==> config.mk <==
export PLATFORM = sky130hd
export DESIGN_NAME = uart_line_partner
export DESIGN_NICKNAME = d
export VERILOG_FILES = /design/src/rtl/uart_line_partner.sv
export SDC_FILE = /design/constraint.sdc
export NUM_CORES = 1
export LEC_CHECK = 0
export BUFFER_PORTS_ARGS = -buffer_cell sky130_fd_sc_hd__buf_2
export CAP_MARGIN = 30
export CORE_MARGIN = 5
export CORE_UTILIZATION = 56
export CTS_CLUSTER_SIZE = 20
export DETAILED_ROUTE_END_ITERATION = 10
export PLACE_DENSITY_LB_ADDON = 0.08
export SLEW_MARGIN = 10
export SYNTH_ARGS = -nofsm -noshare
export SYNTH_HDL_FRONTEND = slang
export SYNTH_HIERARCHICAL = 1
export SYNTH_SLANG_ARGS = --single-unit
==> constraint.sdc <==
create_clock -name clk -period 4.45 [get_ports clk]
set_input_delay 1.1125 -clock clk [delete_from_list [all_inputs] [get_ports clk]]
set_output_delay 1.1125 -clock clk [all_outputs]
set_load 0.02 [all_outputs]
==> src/rtl/uart_line_partner.sv <==
`default_nettype none
// ============================================================================
//  Module   : uart_line_partner (with helper uart_lp_fifo)
//  Purpose  : Far-end serial partner for the emulated UART chips. Converts
//             the async line to/from byte streams with valid/ready handshakes.
//             Each direction is buffered by a FIFO. The block also drives the
//             chip's modem-status inputs and honours its rts_n flow control.
//  Ports    : clk, reset (sync, active-high)
//             baud_div_i     16x-oversample tick period minus 1
//             wordlen_i      0=8,1=7,2=6,3=5 data bits
//             parity_en_i    parity bit present
//             parity_ctrl_i  0=odd,1=even,2=mark,3=space
//             flow_en_i      gate TX on rts_n_i
//             carrier_i      remote carrier present
//             in_*           TX byte stream (valid/ready)
//             out_*          RX byte stream (FWFT valid/ready)
//             ser_rx_i       line from the chip's tx (async)
//             ser_tx_o       line to the chip's rx
//             rts_n_i        chip request-to-send
//             cts_n_o        clear-to-send toward the chip
//             dsr_n_o        data-set-ready toward the chip
//             dcd_n_o        carrier detect toward the chip
//             err_*_o        sticky framing/parity/overrun flags
//             clr_err_i      clears all error flags
//  Revision : 1.0 - initial release
// ============================================================================

// Byte FIFO with first-word fall-through read. The caller qualifies the
// enables: a write while full happens only together with a read.
module uart_lp_fifo #(
   parameter int AW = 4
) (
   input  logic          clk,
   input  logic          reset,
   input  logic          wr_en_i,
   input  logic [7:0]    wr_data_i,
   input  logic          rd_en_i,
   output logic [7:0]    rd_data_o,
   output logic [AW:0]   count_o
);
   localparam int DEPTH = 1 << AW;

   logic [7:0]    mem_q [DEPTH];
   logic [AW-1:0] wptr_q;
   logic [AW-1:0] rptr_q;
   logic [AW:0]   count_q;

   always_ff @(posedge clk) begin
      if (wr_en_i) begin
         mem_q[wptr_q] <= wr_data_i;
      end
   end

   always_ff @(posedge clk) begin
      if (reset) begin
         wptr_q  <= '0;
         rptr_q  <= '0;
         count_q <= '0;
      end else begin
         if (wr_en_i) begin
            wptr_q <= wptr_q + AW'(1);
         end
         if (rd_en_i) begin
            rptr_q <= rptr_q + AW'(1);
         end
         case ({wr_en_i, rd_en_i})
            2'b10:   count_q <= count_q + (AW+1)'(1);
            2'b01:   count_q <= count_q - (AW+1)'(1);
            default: count_q <= count_q;
         endcase
      end
   end

   assign rd_data_o = mem_q[rptr_q];
   assign count_o   = count_q;
endmodule

module uart_line_partner #(
   parameter int FIFO_AW = 4
) (
   input  logic        clk,
   input  logic        reset,
   input  logic [15:0] baud_div_i,
   input  logic [1:0]  wordlen_i,
   input  logic        parity_en_i,
   input  logic [1:0]  parity_ctrl_i,
   input  logic        flow_en_i,
   input  logic        carrier_i,
   input  logic [7:0]  in_data_i,
   input  logic        in_valid_i,
   output logic        in_ready_o,
   output logic [7:0]  out_data_o,
   output logic        out_valid_o,
   input  logic        out_ready_i,
   input  logic        ser_rx_i,
   output logic        ser_tx_o,
   input  logic        rts_n_i,
   output logic        cts_n_o,
   output logic        dsr_n_o,
   output logic        dcd_n_o,
   output logic        err_fe_o,
   output logic        err_pe_o,
   output logic        err_ovr_o,
   input  logic        clr_err_i
);
   localparam logic [FIFO_AW:0] DEPTH = (FIFO_AW+1)'(1 << FIFO_AW);

   // Parity bit for a (pre-masked) data word.
   function automatic logic f_parity(input logic [7:0] d, input logic [1:0] ctrl);
      case (ctrl)
         2'd0:    f_parity = ~(^d);
         2'd1:    f_parity = ^d;
         2'd2:    f_parity = 1'b1;
         default: f_parity = 1'b0;
      endcase
   endfunction

   // ---------------------------------------------------------------- tick
   logic [15:0] baud_cnt_q;
   logic        tick;

   // >= rather than == so a baud_div reduced below the running count
   // cannot strand the counter for a full 16-bit wrap.
   assign tick = (baud_cnt_q >= baud_div_i);

   always_ff @(posedge clk) begin
      if (reset || tick) begin
         baud_cnt_q <= '0;
      end else begin
         baud_cnt_q <= baud_cnt_q + 16'd1;
      end
   end

   // ---------------------------------------------------------------- TX
   typedef enum logic [2:0] {
      TX_IDLE   = 3'd0,
      TX_START  = 3'd1,
      TX_DATA   = 3'd2,
      TX_PARITY = 3'd3,
      TX_STOP   = 3'd4
   } tx_state_t;

   tx_state_t        tx_state_q;
   logic [7:0]       tx_shift_q;
   logic [2:0]       tx_bit_q;
   logic [2:0]       tx_last_q;
   logic             tx_par_en_q;
   logic             tx_par_q;
   logic [3:0]       tx_tcnt_q;
   logic             ser_tx_q;
   logic [FIFO_AW:0] tx_count;
   logic [7:0]       tx_head;
   logic [7:0]       tx_word;
   logic             tx_start;

   assign tx_word  = tx_head & (8'hFF >> wordlen_i);
   // rts_n is only consulted here, so a frame already on the wire finishes.
   assign tx_start = (tx_state_q == TX_IDLE) && tick && (tx_count != '0) &&
                     (!flow_en_i || !rts_n_i);

   always_ff @(posedge clk) begin
      if (reset) begin
         tx_state_q  <= TX_IDLE;
         tx_shift_q  <= '0;
         tx_bit_q    <= '0;
         tx_last_q   <= '0;
         tx_par_en_q <= 1'b0;
         tx_par_q    <= 1'b0;
         tx_tcnt_q   <= '0;
         ser_tx_q    <= 1'b1;
      end else begin
         case (tx_state_q)
            TX_IDLE: begin
               ser_tx_q <= 1'b1;
               if (tx_start) begin
                  tx_state_q  <= TX_START;
                  ser_tx_q    <= 1'b0;
                  tx_tcnt_q   <= '0;
                  tx_shift_q  <= tx_word;
                  tx_bit_q    <= '0;
                  tx_last_q   <= 3'd7 - {1'b0, wordlen_i};
                  tx_par_en_q <= parity_en_i;
                  tx_par_q    <= f_parity(tx_word, parity_ctrl_i);
               end
            end
            default: begin
               if (tick) begin
                  tx_tcnt_q <= tx_tcnt_q + 4'd1;
                  if (tx_tcnt_q == 4'd15) begin
                     case (tx_state_q)
                        TX_START: begin
                           tx_state_q <= TX_DATA;
                           ser_tx_q   <= tx_shift_q[0];
                        end
                        TX_DATA: begin
                           if (tx_bit_q == tx_last_q) begin
                              if (tx_par_en_q) begin
                                 tx_state_q <= TX_PARITY;
                                 ser_tx_q   <= tx_par_q;
                              end else begin
                                 tx_state_q <= TX_STOP;
                                 ser_tx_q   <= 1'b1;
                              end
                           end else begin
                              tx_bit_q   <= tx_bit_q + 3'd1;
                              tx_shift_q <= {1'b0, tx_shift_q[7:1]};
                              ser_tx_q   <= tx_shift_q[1];
                           end
                        end
                        TX_PARITY: begin
                           tx_state_q <= TX_STOP;
                           ser_tx_q   <= 1'b1;
                        end
                        default: begin
                           tx_state_q <= TX_IDLE;
                           ser_tx_q   <= 1'b1;
                        end
                     endcase
                  end
               end
            end
         endcase
      end
   end

   uart_lp_fifo #(.AW(FIFO_AW)) u_tx_fifo (
      .clk       (clk),
      .reset     (reset),
      .wr_en_i   (in_valid_i && in_ready_o),
      .wr_data_i (in_data_i),
      .rd_en_i   (tx_start),
      .rd_data_o (tx_head),
      .count_o   (tx_count)
   );

   assign in_ready_o = (tx_count != DEPTH);
   assign ser_tx_o   = ser_tx_q;

   // ---------------------------------------------------------------- RX
   typedef enum logic [2:0] {
      RX_HUNT   = 3'd0,
      RX_START  = 3'd1,
      RX_DATA   = 3'd2,
      RX_PARITY = 3'd3,
      RX_STOP   = 3'd4,
      RX_BREAK  = 3'd5
   } rx_state_t;

   logic             rx_s1_q;
   logic             rx_s2_q;
   logic             rx_s3_q;
   rx_state_t        rx_state_q;
   logic [3:0]       rx_tcnt_q;
   logic [7:0]       rx_shift_q;
   logic [2:0]       rx_bit_q;
   logic [2:0]       rx_last_q;
   logic [1:0]       rx_wl_q;
   logic             rx_par_en_q;
   logic [1:0]       rx_ctrl_q;
   logic             rx_par_q;
   logic             rx_push_q;
   logic [7:0]       rx_byte_q;
   logic             rx_sample;
   logic [7:0]       rx_data;
   logic             rx_stop;
   logic [FIFO_AW:0] rx_count;
   logic             rx_full;
   logic             rx_pop;

   // Two-flop synchronizer; rx_s3_q is only the edge-detect history.
   always_ff @(posedge clk) begin
      if (reset) begin
         rx_s1_q <= 1'b1;
         rx_s2_q <= 1'b1;
         rx_s3_q <= 1'b1;
      end else begin
         rx_s1_q <= ser_rx_i;
         rx_s2_q <= rx_s1_q;
         rx_s3_q <= rx_s2_q;
      end
   end

   assign rx_sample = tick && (rx_tcnt_q == 4'd15);
   // Bits arrive into the MSB, so a short word sits high; shift it down.
   assign rx_data   = rx_shift_q >> rx_wl_q;
   assign rx_stop   = (rx_state_q == RX_STOP) && rx_sample;

   always_ff @(posedge clk) begin
      if (reset) begin
         rx_state_q  <= RX_HUNT;
         rx_tcnt_q   <= '0;
         rx_shift_q  <= '0;
         rx_bit_q    <= '0;
         rx_last_q   <= '0;
         rx_wl_q     <= '0;
         rx_par_en_q <= 1'b0;
         rx_ctrl_q   <= '0;
         rx_par_q    <= 1'b0;
         rx_push_q   <= 1'b0;
         rx_byte_q   <= '0;
      end else begin
         rx_push_q <= 1'b0;
         case (rx_state_q)
            RX_HUNT: begin
               if (rx_s3_q && !rx_s2_q) begin
                  rx_state_q  <= RX_START;
                  rx_tcnt_q   <= '0;
                  rx_shift_q  <= '0;
                  rx_bit_q    <= '0;
                  rx_last_q   <= 3'd7 - {1'b0, wordlen_i};
                  rx_wl_q     <= wordlen_i;
                  rx_par_en_q <= parity_en_i;
                  rx_ctrl_q   <= parity_ctrl_i;
               end
            end
            RX_START: begin
               if (tick) begin
                  if (rx_tcnt_q == 4'd7) begin
                     rx_tcnt_q  <= '0;
                     rx_state_q <= rx_s2_q ? RX_HUNT : RX_DATA;
                  end else begin
                     rx_tcnt_q <= rx_tcnt_q + 4'd1;
                  end
               end
            end
            RX_DATA: begin
               if (tick) begin
                  rx_tcnt_q <= rx_tcnt_q + 4'd1;
               end
               if (rx_sample) begin
                  rx_shift_q <= {rx_s2_q, rx_shift_q[7:1]};
                  if (rx_bit_q == rx_last_q) begin
                     rx_state_q <= rx_par_en_q ? RX_PARITY : RX_STOP;
                  end else begin
                     rx_bit_q <= rx_bit_q + 3'd1;
                  end
               end
            end
            RX_PARITY: begin
               if (tick) begin
                  rx_tcnt_q <= rx_tcnt_q + 4'd1;
               end
               if (rx_sample) begin
                  rx_par_q   <= rx_s2_q;
                  rx_state_q <= RX_STOP;
               end
            end
            RX_STOP: begin
               if (tick) begin
                  rx_tcnt_q <= rx_tcnt_q + 4'd1;
               end
               if (rx_sample) begin
                  rx_push_q  <= 1'b1;
                  rx_byte_q  <= rx_data;
                  rx_state_q <= rx_s2_q ? RX_HUNT : RX_BREAK;
               end
            end
            RX_BREAK: begin
               // A low stop bit may be a break; do not hunt until idle.
               if (rx_s2_q) begin
                  rx_state_q <= RX_HUNT;
               end
            end
            default: rx_state_q <= RX_HUNT;
         endcase
      end
   end

   assign rx_full = (rx_count == DEPTH);
   assign rx_pop  = out_valid_o && out_ready_i;

   uart_lp_fifo #(.AW(FIFO_AW)) u_rx_fifo (
      .clk       (clk),
      .reset     (reset),
      .wr_en_i   (rx_push_q && (!rx_full || rx_pop)),
      .wr_data_i (rx_byte_q),
      .rd_en_i   (rx_pop),
      .rd_data_o (out_data_o),
      .count_o   (rx_count)
   );

   assign out_valid_o = (rx_count != '0);
   // Deassert clear-to-send once fewer than two entries are free.
   assign cts_n_o     = (rx_count > (DEPTH - (FIFO_AW+1)'(2)));
   assign dsr_n_o     = 1'b0;

   // ---------------------------------------------------------------- modem / errors
   logic dcd_n_q;
   logic err_fe_q;
   logic err_pe_q;
   logic err_ovr_q;
   logic fe_set;
   logic pe_set;
   logic ovr_set;

   assign fe_set  = rx_stop && !rx_s2_q;
   assign pe_set  = rx_stop && rx_par_en_q && !rx_ctrl_q[1] &&
                    (rx_par_q != f_parity(rx_data, rx_ctrl_q));
   assign ovr_set = rx_push_q && rx_full && !rx_pop;

   always_ff @(posedge clk) begin
      dcd_n_q <= ~carrier_i;
   end

   always_ff @(posedge clk) begin
      if (reset || clr_err_i) begin
         err_fe_q  <= 1'b0;
         err_pe_q  <= 1'b0;
         err_ovr_q <= 1'b0;
      end else begin
         err_fe_q  <= err_fe_q  | fe_set;
         err_pe_q  <= err_pe_q  | pe_set;
         err_ovr_q <= err_ovr_q | ovr_set;
      end
   end

   assign dcd_n_o   = dcd_n_q;
   assign err_fe_o  = err_fe_q;
   assign err_pe_o  = err_pe_q;
   assign err_ovr_o = err_ovr_q;
endmodule
`default_nettype wire

==> key figures, run 1 <==
Drt
  – Wire length per cell: 19.2 microns
  – Via count: 9325
  – Vias/cell: 5.70
  – DRC violations left: 0
  – DR iter-0 viols: 634
  – DR pass1 iterations: 5
  – Post-DRT Antenna Nets: 0
  – Total wire length: 31.4 mm

Synthesis
  – Post-synth EDFFs: 256
  – Number of synthesized register bits: 373
  – Post-synthesis async set-or-reset flop share: 0
  – Synth Warn #: 6
  – Post-synthesis cell area: 16200 sq um
  – Post-synth net total: 1253
  – Mean Syn Cell Area: 13.7 sq um
  – Syn Inst Count: 1176
  – Distinct cell type count after synthesis: 62
  – Sequential area share after synthesis: 0.621
  – Top FF cell, synth: edfxtp_1

Global routing
  – First-pass GRT wire length: 49.8 mm
  – Pin count of the biggest net entering global routing: 56
  – Overall routing resource usage: 0.191
  – GRT Residual Overflow: 0
  – Initial antenna violation count: 0
  – Vias in the first global route: 9130

Place
  – Setup WS pre-CTS: 220 ps
  – Final HPWL DP: 20.0 mm
  – RD Place Congestion: 0.784
  – PortBufs: 53

Floorplanning
  – Initial core utilization: 0.565
  – Top-Level Pins: 55
  – FP Rows: 62
  – Die W: 180 microns
  – Core ar.: 28600 sq um
  – Die Ht: 180 microns
  – Die area: 32400 sq um

Power and ir drop
  – VDD IR-drop max: 0.308 mV
  – Static Leak: 6.80 nW
  – Cell Pwr Density: 406 nW/um^2

Clocking
  – Max Root-Sink Buffers: 3
  – Clk sinks: 373
  – Clk Tree Root Cell: clkbuf_16
  – Post-CTS setup buffer count: 0
  – Hold-fix buffers, CTS: 0
  – Resize count post-CTS: 0
  – CTS clock-pin slew for the worst setup and hold paths: 60 ps
  – Worst-skew pair later-pin latency: 520 ps
  – TritonCTS clock tree: yes
  – CTS H-tree lvls: 2
  – CTS buffer count: 40

Hold path
  – Hold/Removal Path Class: register to register
  – Hold_sp: rx_s1_q

STA
  – RSZ-0062 raised after global routing: false
  – Slew headroom: 0.497
  – Final hold vios: 0
  – Final period util: 0.829
  – Final setup fails: 0
  – Final Worst Setup Slack: 762 ps
  – F_max: 271 MHz
  – Fin Hold WS: 405 ps
  – Slew @ Worst Pin: 752 ps
  – Tmin final: 3690 ps
  – Setup tns final: 0 ps
  – Final slew viol count: 0
  – Clock skew: 19.2 ps

Worst setup path
  – Critical path required time: 4860 ps
  – Worst setup path end: u_tx_fifo/count_o[4]
  – Flop-to-flop setup slack: 1040 ps
  – Worst Path Arrival: 4100 ps
  – WS Path Type: primary input to register
  – Setup crit end kind: register
  – FF-to-FF Start: baud_cnt_q[0]
  – Critical path launch point: baud_div_i[2]
  – Largest fanout on the critical path: 3
  – RR Endpoint: u_tx_fifo/count_o[4]
  – Critical Path Start Type: primary input
  – Worst reg2reg path depth: 13

Cells and area
  – Fraction of layout instances using a drive strength above 1: 0.138
  – Nets@finish: 1298
  – Antenna diodes: 0
  – Synth-to-layout area growth: 11.5%

Job
  – Max-Cap Viols: 0

Status
  – Status: completed
==> flip-flops by register name, indices dropped and copies added, names as in the netlist, 2 cells and up, named ones only <==
register and flops:
baud_cnt_q 16, rx_bit_q 3, rx_byte_q 8, rx_ctrl_q 2, rx_last_q 3, rx_shift_q 8, rx_state_q 3, rx_tcnt_q 4
rx_wl_q 2, tx_bit_q 3, tx_last_q 3, tx_shift_q 8, tx_state_q 3, tx_tcnt_q 4, u_rx_fifo/count_o 5, u_rx_fifo/mem_q 128
u_rx_fifo/rptr_q 4, u_rx_fifo/wptr_q 4, u_tx_fifo/count_o 5, u_tx_fifo/mem_q 128, u_tx_fifo/rptr_q 4, u_tx_fifo/wptr_q 4
==> critical path: stages <==
cell     delay [ps]
buf_2            70
inv_1            30
ha_1            280
nand2_1          50
o21ai_1         130
a41oi_1         220
o41ai_4         600
nor2b_1         240
ha_1            250
xor2_1          170
ha_1            210
a31oi_1          90
o31ai_1         280
mux2_2          370
==> report_power, final <==
group / internal [mW] / total (mW) / switching, mW
Clock: 2.03 / 3.34 / 1.31
Sequential: 3.71 / 3.74 / 0.0293
Combinational: 0.0892 / 0.238 / 0.148
Total: 5.82 / 7.32 / 1.49
==> cells in the final DEF, fill, tap and decap left out, types with 14 or more instances in the layout <==
master and instances:
edfxtp_1 256, dfxtp_1 115, nor2_1 96, nand2_1 92, a21oi_1 54, buf_2 52, inv_1 41, and2_1 41
clkbuf_16 41, ha_1 39, mux4_2 38, xor2_1 36, a22oi_1 35, mux4_1 28, nand3_1 26, mux2i_1 24
o21ai_0 22, xnor2_1 22, nor3_1 15, nor2b_1 15, buf_4 14
==> layout make-up <==
cell class	count	area, sq um
Inverter	41	154
Fill cell	2141	10600
Multi-Input combinational cell	698	5620
Sequential cell	373	10000
Clock inverter	22	258
Timing Repair Buffer	67	385
Clock buffer	51	1080
Tap cell	384	480
==> per-layer routing <==
layer	GRT usage	wire [microns]
met4	0.0442	550
met1	0.275	14500
met3	0.0333	1410
met5	0	0
met2	0.309	14900
==> synth_stat cells, types with 26 or more instances <==
cell type  instances  area (sq um)
mux4_2            38           856
edfxtp_1         256          7690
ha_1              39           488
nand2_1           92           345
a22oi_1           35           263
mux4_1            28           736
a21oi_1           54           270
and2_1            41           257
inv_1             41           154
xor2_1            36           315
dfxtp_1          117          2340
nand3_1           26           130
clkbuf_1          32           120
nor2_1            96           360
==> kinds of logic (layout without fill, tap and decap cells) <==
kind of cell / count (synthesis) / after routing / synth area share
buffers and inverters: 105 / 181 / 0.0315
other: 1 / 1 / 0.000232
AOI/OAI and AO/OA: 162 / 162 / 0.0659
and+or+nand+nor: 345 / 345 / 0.104
DFF: 373 / 373 / 0.621
xor gates and xnor gates: 59 / 59 / 0.0328
adders and majority gates: 39 / 39 / 0.0302
muxes: 92 / 92 / 0.115
==> worst min-delay path by stage <==
stage,slack [ps],cells past startpoint,to
6_report,400,1,rx_s2_q
4_1_cts,410,1,rx_s2_q
3_5_place_dp,390,1,rx_s2_q
5_1_grt,430,1,rx_s2_q
3_3_place_gp,400,1,rx_s2_q
2_1_floorplan,390,1,rx_s2_q
==> per-stage QoR <==
step / power, mW / util / cells / instance area, sq um
6_report: 7.32 / 0.629 / 1636 / 18000
5_1_grt: 7.57 / 0.629 / 1636 / 18000
4_1_cts: 7.40 / 0.629 / 1636 / 18000
3_5_place_dp: 4.05 / 0.583 / 1563 / 16700
3_3_place_gp: 4.05 / 0.583 / 1563 / 16700
2_1_floorplan: 3.96 / - / 1176 / 16200
No activity file was read; power rests on OpenSTA's default activity.
==> run 2: changes to the inputs <==
- CORE_UTILIZATION: 56 -> 60
- clock period: 4.45 -> 3.45 ns (I/O delays scaled with it)
==> run 2 against run 1 <==
Compared with the run above:
- core utilization is 5.2 points higher
- die area shrank 6.3%
- sequential cell count did not move
- hold slack better by 0.64 ps
- total power up 25%
- wire length increased by 0.32%
- cell count down 1.8%
- clock power increased by 20%
- setup slack got worse by 630 ps
- count of clock-buffer cells in the layout rose by 2
==> key figures, run 2 (synthesis results as in run 1) <==
Cells and area
  – Final core utilization: 0.681 (+0.0516)
  – Commonest non-fill, non-tap cell in the layout: edfxtp_1
  – Synth-to-layout area growth: 12.6%
  – Final Instance Area: 18200 sq um (+1.0%)
  – Commonest cells after routing, fill and taps aside: edfxtp_1, dfxtp_1, nor2_1
  – Antenna diodes: 0 (unchanged)
  – Fraction of layout instances using a drive strength above 1: 0.166 (+0.0277)
  – Nets@finish: 1312 (+1.1%)
  – Regs by FF count: u_rx_fifo/mem_q: 128 flops, u_tx_fifo/mem_q: 128 flops, baud_cnt_q: 16 flops

Clocking
  – Post-CTS setup buffer count: 0 (unchanged)
  – Max Root-Sink Buffers: 3 (unchanged)
  – Hold-fix buffers, CTS: 0 (unchanged)
  – CTS buffer count: 39 (-2.5%)
  – TritonCTS clock tree: yes
  – Clk sinks: 373 (unchanged)
  – Worst-skew pair later-pin latency: 530 ps (about the same)
  – Resize count post-CTS: 0 (unchanged)
  – CTS clock-pin slew for the worst setup and hold paths: 60 ps (about the same)
  – Clk Tree Root Cell: clkbuf_16
  – CTS H-tree lvls: 2 (unchanged)

Drt
  – Post-DRT Antenna Nets: 0 (unchanged)
  – DR iter-0 viols: 850 (+34%)
  – Vias/cell: 5.96 (+4.6%)
  – Total wire length: 31.5 mm (+0.32%)
  – DR pass1 iterations: 5 (unchanged)
  – Via count: 9584 (+2.8%)
  – Wire length per cell: 19.6 microns (+2.1%)
  – DRC violations left: 0 (unchanged)

Global routing
  – First-pass GRT wire length: 50.8 mm (+1.9%)
  – Pin count of the biggest net entering global routing: 53 (-5.4%)
  – Initial antenna violation count: 0 (unchanged)
  – Overall routing resource usage: 0.209 (+0.0181)
  – GRT Residual Overflow: 0 (unchanged)
  – Vias in the first global route: 9373 (+2.7%)

Floorplanning
  – FP Rows: 60 (-3.2%)
  – Die Ht: 174 microns (-3.2%)
  – Core ar.: 26700 sq um (-6.6%)
  – Top-Level Pins: 55 (unchanged)
  – Die area: 30300 sq um (-6.3%)
  – Die W: 174 microns (-3.2%)
  – Initial core utilization: 0.605 (+0.0401)

Worst setup path
  – Critical Path Start Type: register
  – RR Endpoint: tx_par_q
  – WS Path Type: register to output port
  – Setup crit end kind: output port
  – Slowest cell on the critical path: mux4_1
  – Worst reg2reg path depth: 11 (-2)
  – CP cell instances: buf_12, mux4_1, a22oi_1, nand2_1, buf_2
  – Flop-to-flop setup slack: 310 ps (-730 ps)
  – Critical path required time: 2590 ps (-2270 ps)
  – Largest fanout on the critical path: 27 (+24)
  – Max incr delay on CP: 630 ps (+30 ps)
  – Worst Path Arrival: 2450 ps (-1650 ps)

STA
  – Final period util: 0.960
  – F_max: 302 MHz
  – Slew headroom: 0.553 (+0.0563)
  – Tmin final: 3310 ps
  – Slew @ Worst Pin: 668 ps (-83.1 ps)
  – Clock skew: 25.8 ps (+6.56 ps)
  – Final slew viol count: 0 (unchanged)
  – Final setup fails: 0 (unchanged)
  – Setup tns final: 0 ps (unchanged)
  – RSZ-0062 raised after global routing: false
  – Final Worst Setup Slack: 137 ps (-625 ps)
  – Final hold vios: 0 (unchanged)

Hold path
  – WHS Path Cells: 1 (unchanged)
  – Hold_sp: rx_s1_q
  – Worst Hold End: rx_s2_q
  – Hold/Removal Path Class: register to register

Job
  – Max-Cap Viols: 0 (unchanged)

Power and ir drop
  – Static Leak: 6.84 nW (+0.59%)
  – Power Total: 9.17 mW (+25%)
  – Cell Pwr Density: 504 nW/um^2 (+24%)
  – VDD IR-drop max: 0.456 mV (+48%)

Place
  – PortBufs: 53 (unchanged)
  – Final HPWL DP: 20.4 mm (+1.7%)
  – Setup WS pre-CTS: -164 ps (-384 ps)
  – RD Place Congestion: 0.777 (-0.94%)
  – Dpl cell area: 16900 sq um (+1.6%)

Status
  – Status: completed
==> run 2: worst max path at each step <==
stage	startpoint	to	slack, ps	depth (start not counted)
3_5_place_dp	baud_div_i[2]	u_tx_fifo/count_o[4]	-160	15
2_1_floorplan	baud_div_i[7]	u_tx_fifo/count_o[4]	-140	16
5_1_grt	register	out_data_o[5]	10	5
3_3_place_gp	baud_div_i[2]	u_tx_fifo/count_o[4]	-160	15
6_report	register	out_data_o[5]	140	5
4_1_cts	register	out_data_o[5]	110	5
==> run 2: routing by layer <==
layer  GRT usage  part of all wire  up-vias
met5           0                 0        -
met4      0.0465             0.016        0
met3      0.0376             0.051       49
met2       0.344              0.49      247
met1       0.297              0.44     4756
li1            -                 -     4532
==> run 2: final cells by class <==
class | count | area, sq um
multi-input cells | 698 | 5770
flip-flops and latches | 373 | 10000
repair buffers | 82 | 548
fillers | 1887 | 8530
clock buffers | 53 | 1100
inverters | 41 | 169
well taps | 341 | 427
clock inverters | 19 | 153
==> run 2: per-stage QoR <==
| stage | cells | hold WS, ps |
|---|---|---|
| 2_1_floorplan | 1176 | 389 |
| 3_3_place_gp | 1535 | 398 |
| 3_5_place_dp | 1535 | 393 |
| 4_1_cts | 1607 | 407 |
| 5_1_grt | 1607 | 413 |
| 6_report | 1607 | 405 |
==> run 2: worst max-delay path: cells and delay by family (launching register included) <==
kind / cells / cell delay, ps
compound gates: 1 / 290
buf+inv: 2 / 440
simple gates: 1 / 100
flops: 1 / 460
mux: 1 / 630
==> run 2: report_power, final <==
| part | total [mW] | switching (mW) | internal [mW] |
|---|---|---|---|
| Combinational | 0.327 | 0.198 | 0.129 |
| Sequential | 4.83 | 0.0403 | 4.79 |
| Clock | 4.02 | 1.63 | 2.39 |
==> run 3: changes to the inputs <==
- SYNTH_HIERARCHICAL: 1 -> default
==> run 3 against run 2 <==
Compared with the run above:
- sequential cell count did not move
- core utilization is 1.7 points higher
- total power shrank 0.16%
- first-iteration DRC count down 12%
- sequential share of layout area is 0.19 points higher
- clock power up 1%
- hold slack better by 10 ps
- non-clock buffer count grew 34
- combinational power fell by 17%
- die area decreased by 2.2%
- clock skew up 1.3 ps
- highest routed layer unchanged
- critical path depth grew 14
==> key figures, run 3 <==
Clocking
  – TritonCTS clock tree: yes
  – Max Root-Sink Buffers: 3 (unchanged)
  – CTS buffer count: 38 (-2.6%)
  – Clk Tree Root Cell: clkbuf_16
  – Worst-skew pair later-pin latency: 530 ps (about the same)
  – CTS clock-pin slew for the worst setup and hold paths: 60 ps (about the same)
  – CTS H-tree lvls: 2 (unchanged)
  – Clk sinks: 373 (unchanged)

Power and ir drop
  – Static Leak: 6.56 nW (-4.0%)
  – Power Total: 9.16 mW (-0.16%)
  – VDD IR-drop max: 0.653 mV (+43%)
  – Cell Pwr Density: 505 nW/um^2 (+0.16%)

Synthesis
  – Post-synthesis compound-gate area fraction: 0.0559 (-0.00997)
  – Post-synthesis async set-or-reset flop share: 0 (unchanged)
  – Distinct cell type count after synthesis: 61 (-1.6%)
  – Simple-Gate Fraction of Synth Area: 0.0980 (-0.00603)
  – Main combinational cell family by area after synthesis: multiplexers
  – Synth Warn #: 0 (-6)
  – Synth area leaders: edfxtp_1, dfxtp_1, mux4_2, ha_1, nor2_1
  – Most common cell in the netlist: edfxtp_1
  – Post-Synth XOR/XNOR Area: 0.0336 (+0.000799)
  – Commonest cells in the netlist: edfxtp_1, dfxtp_1, nor2_1
  – Number of synthesized register bits: 373 (unchanged)
  – Post-synthesis cell area: 15800 sq um (-2.4%)
  – Mean Syn Cell Area: 13.8 sq um (+0.62%)
  – Post-synth EDFFs: 256 (unchanged)
  – Post-Synth Adder-Cell Area: 0.0322 (+0.00200)
  – Post-synth net total: 1219 (-2.7%)
  – Post-synth top area cell: edfxtp_1
  – Syn Inst Count: 1141 (-3.0%)
  – Synth top area share: 0.487 (+0.0116)
  – Post-synthesis mux area share: 0.118 (+0.00295)
  – Sequential area share after synthesis: 0.636 (+0.0151)
  – Top FF cell, synth: edfxtp_1

Cells and area
  – Finished Layout Cells: 1603 (-0.25%)
  – Commonest cells after routing, fill and taps aside: edfxtp_1, dfxtp_1, nor2_1
  – Commonest non-fill, non-tap cell in the layout: edfxtp_1
  – Antenna diodes: 0 (unchanged)
  – Nets@finish: 1316 (+0.30%)
  – Synth-to-layout area growth: 15.0%
  – Fillcell total: 1788 (-5.2%)
  – Fraction of layout instances using a drive strength above 1: 0.223 (+0.0573)
  – Regs by FF count: u_rx_fifo.mem_q: 128 flops, u_tx_fifo.mem_q: 128 flops, baud_cnt_q: 16 flops

Place
  – Final HPWL DP: 20.5 mm (+0.62%)
  – Dpl cells: 1532 (-0.20%)
  – PortBufs: 53 (unchanged)
  – RD Place Congestion: 0.824 (+6.0%)

STA
  – Fin Hold WS: 416 ps (+10.4 ps)
  – RSZ-0062 raised after global routing: true
  – Clock skew: 27.1 ps (+1.32 ps)
  – Final setup fails: 0 (unchanged)
  – Final period util: 0.987 (+0.0270)
  – F_max: 294 MHz (-2.7%)
  – Final slew viol count: 0 (unchanged)
  – Slew @ Worst Pin: 908 ps (+240 ps)
  – Final hold vios: 0 (unchanged)
  – Tmin final: 3410 ps (+93.2 ps)
  – Slew headroom: 0.390 (-0.164)
  – Setup tns final: 0 ps (unchanged)

Job
  – Max-Cap Viols: 0 (unchanged)

Worst setup path
  – Slowest cell on the critical path: a2111oi_4
  – Worst Path Arrival: 3850 ps (+1400 ps)
  – Worst reg2reg path depth: 19 (+8)
  – Largest fanout on the critical path: 3 (-89%)
  – Flop-to-flop setup slack: 90 ps (-220 ps)
  – Max incr delay on CP: 370 ps (-260 ps)
  – Critical Path Start Type: primary input
  – WS Path Type: primary input to register
  – CP cell instances: buf_6, ha_4, nand2b_4, a21oi_4, o21ai_2, a2111oi_4, o41ai_2, a21bo_2, nand2b_4, clkinv_4, ha_4, xor2_1, ha_2, o21ai_2, a21oi_2, a21oi_2, xor2_1, or3_1, a21oi_1
  – Critical path required time: 3890 ps (+1300 ps)
  – Setup crit end kind: register

Hold path
  – Hold/Removal Path Class: register to register
  – WHS Path Cells: 1 (unchanged)

Global routing
  – First-pass GRT wire length: 48.9 mm (-3.8%)
  – Overall routing resource usage: 0.209 (about the same)
  – Pin count of the biggest net entering global routing: 46 (-13%)
  – GRT Residual Overflow: 0 (unchanged)
  – Vias in the first global route: 9192 (-1.9%)
  – Initial antenna violation count: 0 (unchanged)

Drt
  – Post-DRT Antenna Nets: 0 (unchanged)
  – DR pass1 iterations: 5 (unchanged)
  – Wire length per cell: 18.9 microns (-3.3%)
  – DRC violations left: 0 (unchanged)
  – Via count: 9242 (-3.6%)
  – Total wire length: 30.4 mm (-3.5%)
  – Vias/cell: 5.77 (-3.3%)
  – DR iter-0 viols: 751 (-12%)

Floorplanning
  – Die Ht: 172 microns (-1.1%)
  – Die area: 29600 sq um (-2.2%)
  – Die W: 172 microns (-1.1%)
  – Initial core utilization: 0.607 (+0.00246)
  – Core ar.: 26000 sq um (-2.8%)
  – Top-Level Pins: 55 (unchanged)
  – FP Rows: 59 (-1.7%)

Status
  – Status: completed
[run 3: what timing repair did]
| item | in CTS | in global routing |
|---|---|---|
| setup buffers | 0 | 1 |
| endpoints found under the setup margin | 1 | 2 |
| pin swaps | 0 | 5 |
| gates resized for setup | 1 | 12 |
| hold buffers | 0 | 0 |
[run 3: logic make-up (layout without fill, tap and decap cells)]
family	count (synthesis)	count (layout)
simple gates	335	335
other cells	1	1
compound gates	143	143
fa+ha+maj	40	40
mux	91	91
xor+xnor	59	59
buf+inv	99	226
flops	373	373
[run 3: path summary, 6_finish.rpt]
kind	startpoint	endpoint
max	baud_div_i[0]	u_tx_fifo.count_o[4]
min	rx_s1_q	rx_s2_q
max reg2reg	baud_cnt_q[0]	u_tx_fifo.count_o[4]
min reg2reg	rx_s1_q	rx_s2_q
[run 3: metrics by stage]
step | util | setup WS (ps) | instance area (sq um)
6_report | 0.698 | 43.4 | 18100
5_1_grt | 0.698 | -115 | 18100
4_1_cts | 0.696 | 7.01 | 18100
3_5_place_dp | 0.647 | -524 | 16800
3_3_place_gp | 0.647 | -461 | 16800
2_1_floorplan | - | -521 | 15900
[run 3: critical path: cells and delay by family]
family	cells	cell delay [ps]
AOI/OAI and AO/OA	9	1370
buffers and inverters	2	150
and+or+nand+nor	3	580
adders and majority gates	3	590
xor gates and xnor gates	2	300
[run 3: final cells by class]
type / count / area (sq um) / area share
tap: 335 / 419 / 0.0231
inverter: 40 / 155 / 0.00855
multi-input combinational: 669 / 5490 / 0.303
sequential: 373 / 10000 / 0.553
clock buffer: 60 / 1140 / 0.0628
timing repair buffer: 116 / 782 / 0.0431
clock inverter: 10 / 123 / 0.00676
[run 3: routing by layer]
| layer | routed length, microns | global-route usage | part of all wire |
|---|---|---|---|
| met3 | 1330 | 0.0341 | 0.044 |
| met4 | 565 | 0.0482 | 0.019 |
| met5 | 0 | 0 | 0 |
| met2 | 15300 | 0.356 | 0.50 |
| met1 | 13100 | 0.288 | 0.43 |
[run 3: power by group]
group,switching (mW),leakage (nW),internal [mW]
Combinational,0.161,2.41,0.113
Sequential,0.0254,3.53,4.78
Clock,1.65,0.625,2.43
